[src/rtl/prog_load_imem.sv]
// Instruction memory for the single-cycle CPU: clears itself after reset, accepts a
// program burst over a valid/ready stream while holding the CPU, then serves fetches.
module prog_load_imem #(
  parameter int                 DATA_W    = 16,
  parameter int                 ADDR_W    = 8,
  parameter logic [DATA_W-1:0]  FILL_WORD = '0
) (
  input  logic              CLK,
  input  logic              RST,
  input  logic [ADDR_W-1:0] pc,
  output logic [DATA_W-1:0] instr,
  output logic              cpu_hold,
  input  logic              ld_start,
  input  logic [ADDR_W-1:0] ld_base,
  input  logic [ADDR_W:0]   ld_len,
  input  logic              ld_valid,
  input  logic [DATA_W-1:0] ld_data,
  output logic              ld_ready,
  output logic              load_done,
  output logic [ADDR_W:0]   ld_count,
  output logic [DATA_W-1:0] checksum
);

  localparam int             DEPTH   = 2 ** ADDR_W;
  localparam logic [ADDR_W:0] DEPTH_L = (ADDR_W + 1)'(DEPTH);
  localparam logic [ADDR_W-1:0] LAST_ADDR = ADDR_W'(DEPTH - 1);

  localparam logic [1:0] S_CLEAR = 2'd0;
  localparam logic [1:0] S_IDLE  = 2'd1;
  localparam logic [1:0] S_LOAD  = 2'd2;

  logic [1:0]        r_state;
  logic [ADDR_W-1:0] r_clr_ptr;
  logic [ADDR_W-1:0] r_wr_ptr;
  logic [ADDR_W:0]   r_rem;
  logic [ADDR_W:0]   r_ld_count;
  logic [DATA_W-1:0] r_checksum;
  logic              r_load_done;
  logic [DATA_W-1:0] r_mem [DEPTH];

  logic              w_we;
  logic [ADDR_W-1:0] w_waddr;
  logic [DATA_W-1:0] w_wdata;
  logic [ADDR_W:0]   w_len_sat;

  assign w_len_sat = (ld_len > DEPTH_L) ? DEPTH_L : ld_len;

  always_ff @(posedge CLK) begin
    if (RST) begin
      r_state     <= S_CLEAR;
      r_clr_ptr   <= '0;
      r_wr_ptr    <= '0;
      r_rem       <= '0;
      r_ld_count  <= '0;
      r_checksum  <= '0;
      r_load_done <= 1'b0;
    end else begin
      r_load_done <= 1'b0;
      case (r_state)
        S_CLEAR: begin
          r_clr_ptr <= r_clr_ptr + 1'b1;
          if (r_clr_ptr == LAST_ADDR) r_state <= S_IDLE;
        end
        S_IDLE: begin
          if (ld_start) begin
            r_ld_count <= '0;
            r_checksum <= '0;
            if (ld_len != '0) begin
              r_wr_ptr <= ld_base;
              r_rem    <= w_len_sat;
              r_state  <= S_LOAD;
            end else begin
              // An empty burst still completes, so software sees a done pulse.
              r_load_done <= 1'b1;
            end
          end
        end
        S_LOAD: begin
          if (ld_valid) begin
            r_wr_ptr   <= r_wr_ptr + 1'b1;
            r_rem      <= r_rem - 1'b1;
            r_ld_count <= r_ld_count + 1'b1;
            r_checksum <= r_checksum + ld_data;
            if (r_rem == (ADDR_W + 1)'(1)) begin
              r_state     <= S_IDLE;
              r_load_done <= 1'b1;
            end
          end
        end
        default: r_state <= S_CLEAR;
      endcase
    end
  end

  // Single write port shared by the clear sweep and the load stream.
  always_comb begin
    w_we    = 1'b0;
    w_waddr = r_clr_ptr;
    w_wdata = FILL_WORD;
    if (!RST) begin
      if (r_state == S_CLEAR) begin
        w_we = 1'b1;
      end else if (r_state == S_LOAD && ld_valid) begin
        w_we    = 1'b1;
        w_waddr = r_wr_ptr;
        w_wdata = ld_data;
      end
    end
  end

  always_ff @(posedge CLK) begin
    if (w_we) r_mem[w_waddr] <= w_wdata;
  end

  assign cpu_hold  = (r_state != S_IDLE);
  assign ld_ready  = (r_state == S_LOAD);
  assign load_done = r_load_done;
  assign ld_count  = r_ld_count;
  assign checksum  = r_checksum;
  assign instr     = cpu_hold ? FILL_WORD : r_mem[pc];

endmodule
[config.mk]
export PLATFORM = sky130hd
export DESIGN_NAME = prog_load_imem
export DESIGN_NICKNAME = d
export VERILOG_FILES = /design/src/rtl/prog_load_imem.sv
export SDC_FILE = /design/constraint.sdc
export NUM_CORES = 2
export LEC_CHECK = 0
export BUFFER_PORTS_ARGS = -buffer_cell sky130_fd_sc_hd__clkbuf_2
export CAP_MARGIN = 30
export CORE_AREA = 3 3 408 713
export CTS_CLUSTER_DIAMETER = 30
export CTS_CLUSTER_SIZE = 24
export DETAILED_ROUTE_END_ITERATION = 8
export DIE_AREA = 0 0 411 716
export PLACE_DENSITY = 0.7
export SYNTH_ARGS = -nofsm -noshare
export SYNTH_HDL_FRONTEND = slang
export SYNTH_SLANG_ARGS = --single-unit
[constraint.sdc]
create_clock -name CLK -period 42.1 [get_ports CLK]
set_clock_uncertainty 0.1 [all_clocks]
set_input_delay 8.42 -clock CLK [delete_from_list [all_inputs] [get_ports CLK]]
set_output_delay 8.42 -clock CLK [all_outputs]
set_load 0.1 [all_outputs]
==> flow_metrics.py <==
metrics = {
    "status": {
        "outcome": "completed",
    },
    "detailed_routing": {
        "detailedRoute.firstIterationViolations": 9850,
        "via_per_inst": 6.642,
        "ant_nets": 0,
        "detail_routed_net_length_per_standard_cell_microns": 35.47,
        "wl_microns": 408700,
        "drcViolationCount": 0,
        "drt-pass1-iter-count": 9,
        "total_via_count_after_detailed_routing": 76530,
    },
    "place": {
        "dp.cells": 10640,
        "detailed_place_hpwl_microns": 241200,
        "finalWeightedCongestion": 0.8973,
        "place_ws_ps": 18140,
        "port_buffers": 88,
    },
    "critical_path": {
        "worst_reg2reg_path_length_in_cells": 13,
        "critPathRequiredTime_ps": 33580,
        "critPathLaunchType": "primary input",
        "critPathArrivalTime_ps": 15200,
        "ff2ff_setup_slack_ps": 36220,
        "worst_path_dominant_cell_family": "buffers and inverters",
        "cpMostUsedCell": "sky130_fd_sc_hd__buf_4",
        "critPathKind": "primary input to primary output",
        "path_cells": "buf_12, buf_4, buf_12, buf_4, buf_4, mux4_2, mux4_2, mux2i_1, o22ai_1, or4_1, clkbuf_2",
        "cpPeakStageDelay_ps": 820,
        "critical_path.max_fanout": 85,
        "path_buf_inv": 6,
        "critical-path-slowest-cell": "sky130_fd_sc_hd__buf_4",
        "cp.depth": 11,
        "critical_path.endpoint_type": "primary output",
    },
    "grt": {
        "grt_pass1_vias": 79060,
        "grt_antenna_before_repair": 25,
        "largest_net_degree_at_the_start_of_global_routing": 205,
        "globalRouteOverflowTotal": 0,
        "globalRouteTotalUtil_pct": 28.05,
        "wire_length_of_the_first_global_routing_pass_microns": 584300,
    },
    "sta": {
        "hold_viol": 0,
        "max_freq_mhz": 42.16,
        "tightestPinTransition_ps": 1199,
        "drv_slew": 0,
        "timing.final.setup_violations": 0,
        "fin_worst_hold_slack_ps": 378.4,
        "rsz0062_at_grt": "no",
        "final_min_period_over_clock_period_pct": 56.34,
        "finalWorstSetupSlack_ps": 18380,
        "timing.slew.headroom_pct": 20.08,
        "tns_ps": 0,
        "fin_crit_ps": 23720,
    },
    "clock_tree": {
        "cts_tree": "done",
        "clk-insertion-delay-late_ps": 940,
        "cts-buffers-inserted": 451,
        "cts.sink_count": 4149,
        "cts.repair_timing.setup_buffer_count": 0,
        "cts_resized": 0,
        "cts-htree-levels": 5,
        "hold_buffers": 0,
        "clock_tree.root_cell": "sky130_fd_sc_hd__clkbuf_16",
        "clock_path_buffers": 4,
        "clk_pin_slew_worst_paths_ps": 50,
    },
    "min_path": {
        "hold-path-cell-count": 2,
        "hold_path.class": "flop to flop",
    },
    "job": {
        "max_cap_violations": 0,
    },
    "yosys": {
        "synth.yosys.seq_area_share_pct": 77.59,
        "yosys_most_used_dff": "sky130_fd_sc_hd__edfxtp_1",
        "postSynthAreaPerCell_sq_um": 23.78,
        "syn-cell-area_sq_um": 159900,
        "ys_warn_count": 0,
        "nets_in_the_synthesized_netlist": 6792,
        "synth-async-reset-ratio_pct": 0,
        "yosysUniqueCellTypes": 58,
        "synth_seq_cells": 4149,
        "syn-instance-count": 6723,
        "count_of_flip_flops_with_a_built_in_enable_after_synthesis": 4096,
    },
    "die": {
        "core_sq_um": 285900,
        "initial_util_pct": 55.91,
        "rows": 260,
        "dieArea_sq_um": 294300,
        "die_h_microns": 716,
        "ioPinCount": 89,
        "die_width_microns": 411,
    },
    "pwr": {
        "report.power.total_mw": 9.054,
        "leakage_power_nw": 66.39,
        "pwr_density_cell_nw_per_um2": 49.34,
        "vdd_ir_drop_max_uv": 49.48,
    },
    "final_layout": {
        "seqCellArea_sq_um": 124100,
        "most_used_cells_in_the_layout_excluding_fill_and_tap_cells": "sky130_fd_sc_hd__edfxtp_1 (4,096), sky130_fd_sc_hd__mux4_2 (1,280), sky130_fd_sc_hd__clkbuf_16 (460)",
        "areaGrowthSynthToFinish_pct": 14.76,
        "layout_commonest_cell": "sky130_fd_sc_hd__edfxtp_1",
        "drive_above_1_share_pct": 34.03,
        "layout.filler_cells": 17880,
        "multi_input_comb_area_sq_um": 34360,
        "num-nets-final": 7383,
        "post_layout_nonfiller_instances": 11520,
    },
}
-- path summary, 6_finish.rpt --
path,end,startpoint
min,checksum[2],checksum[2]
max,instr[11],pc[0]
min reg2reg,checksum[2],checksum[2]
max reg2reg,r_mem[13][6],r_state[0]
-- worst register-to-register path: stages, from the launching register on --
cell,delay (ps)
sky130_fd_sc_hd__dfxtp_1,330
sky130_fd_sc_hd__inv_1,90
sky130_fd_sc_hd__ha_1,160
sky130_fd_sc_hd__buf_4,360
sky130_fd_sc_hd__nand2_1,170
sky130_fd_sc_hd__nor3_2,530
sky130_fd_sc_hd__buf_6,230
sky130_fd_sc_hd__buf_4,350
sky130_fd_sc_hd__nand3b_1,150
sky130_fd_sc_hd__o21ai_1,400
sky130_fd_sc_hd__nand3_1,950
sky130_fd_sc_hd__buf_4,530
sky130_fd_sc_hd__nor2_1,780
sky130_fd_sc_hd__buf_4,400
-- metrics by stage --
step | instance area, sq um | utilization [%]
after floorplan | 159900 | -
after global placement | 166600 | 58.26
after detailed placement | 167200 | 58.49
after CTS | 183000 | 63.99
after global routing | 183500 | 64.16
final | 183500 | 64.17
-- per-layer routing --
metal  up-vias  GRT usage, %  part of all wire [%]
met2      4400         48.28                    53
li1      30230             -                     -
met4        18         14.41                   5.9
met5         -             0                 0.031
met1     40980         34.56                    33
met3       906         4.579                   8.1
-- flip-flops by register name, summed over array words and instances, names as in the netlist --
register,count
checksum,16
ld_count,9
load_done,1
r_clr_ptr,8
r_mem,4096
r_rem,9
r_state,2
r_wr_ptr,8
-- area by class of cell --
class | count | share of cell area [%]
Sequential cell | 4149 | 67.61
Multi-Input combinational cell | 2194 | 18.73
Clock buffer | 478 | 6.316
Tap cell | 3799 | 2.590
Timing Repair Buffer | 504 | 2.448
Clock inverter | 365 | 2.256
Inverter | 14 | 0.02864
Antenna cell | 19 | 0.02591
-- synthesized netlist by cell type, types with 4 or more instances --
| cell | count | area, sq um |
|---|---|---|
| sky130_fd_sc_hd__nand4_1 | 11 | 68.82 |
| sky130_fd_sc_hd__and3_1 | 6 | 37.54 |
| sky130_fd_sc_hd__nand3_1 | 37 | 185.2 |
| sky130_fd_sc_hd__xnor2_1 | 5 | 43.79 |
| sky130_fd_sc_hd__or3_1 | 9 | 56.30 |
| sky130_fd_sc_hd__nor4_1 | 7 | 43.79 |
| sky130_fd_sc_hd__a21oi_1 | 22 | 110.1 |
| sky130_fd_sc_hd__nor2b_1 | 5 | 31.28 |
| sky130_fd_sc_hd__o22ai_1 | 67 | 419.2 |
| sky130_fd_sc_hd__mux4_2 | 1280 | 28830 |
| sky130_fd_sc_hd__dfxtp_1 | 53 | 1061 |
| sky130_fd_sc_hd__o21ai_0 | 25 | 125.1 |
| sky130_fd_sc_hd__o21ai_1 | 6 | 30.03 |
| sky130_fd_sc_hd__buf_1 | 44 | 165.2 |
| sky130_fd_sc_hd__buf_2 | 102 | 510.5 |
| sky130_fd_sc_hd__or4_1 | 18 | 135.1 |
| sky130_fd_sc_hd__edfxtp_1 | 4096 | 123000 |
| sky130_fd_sc_hd__clkbuf_1 | 216 | 810.8 |
| sky130_fd_sc_hd__o21a_1 | 4 | 30.03 |
| sky130_fd_sc_hd__nand3b_1 | 10 | 75.07 |
| sky130_fd_sc_hd__a211oi_1 | 8 | 60.06 |
| sky130_fd_sc_hd__inv_1 | 13 | 48.80 |
| sky130_fd_sc_hd__nor2_1 | 319 | 1197 |
| sky130_fd_sc_hd__o211ai_1 | 4 | 30.03 |
| sky130_fd_sc_hd__and2_1 | 18 | 112.6 |
| sky130_fd_sc_hd__ha_1 | 23 | 287.8 |
| sky130_fd_sc_hd__a22oi_1 | 16 | 120.1 |
| sky130_fd_sc_hd__nor3_1 | 10 | 50.05 |
| sky130_fd_sc_hd__mux2i_1 | 130 | 1301 |
| sky130_fd_sc_hd__nand2_1 | 87 | 326.6 |
| sky130_fd_sc_hd__o31ai_1 | 8 | 60.06 |
| sky130_fd_sc_hd__nand2b_1 | 11 | 68.82 |
| sky130_fd_sc_hd__xor2_1 | 12 | 105.1 |
-- power by group --
part	internal, mW	leakage, nW	switching (mW)
Sequential	4.52	45.6	0.0159
Combinational	0.143	13.2	0.290
Clock	2.30	7.61	1.79
Total	6.96	66.4	2.09
-- cells by family after synthesis --
| kind of cell | Yosys count | synth area share, % |
|---|---|---|
| adders and majority gates | 24 | 0.1925 |
| AOI/OAI and AO/OA | 186 | 0.7536 |
| buffers and inverters | 380 | 0.9884 |
| and+or+nand+nor | 557 | 1.536 |
| muxes | 1410 | 18.84 |
| xor gates and xnor gates | 17 | 0.09312 |
| DFF | 4149 | 77.59 |
(Power assumes the default switching activity.)
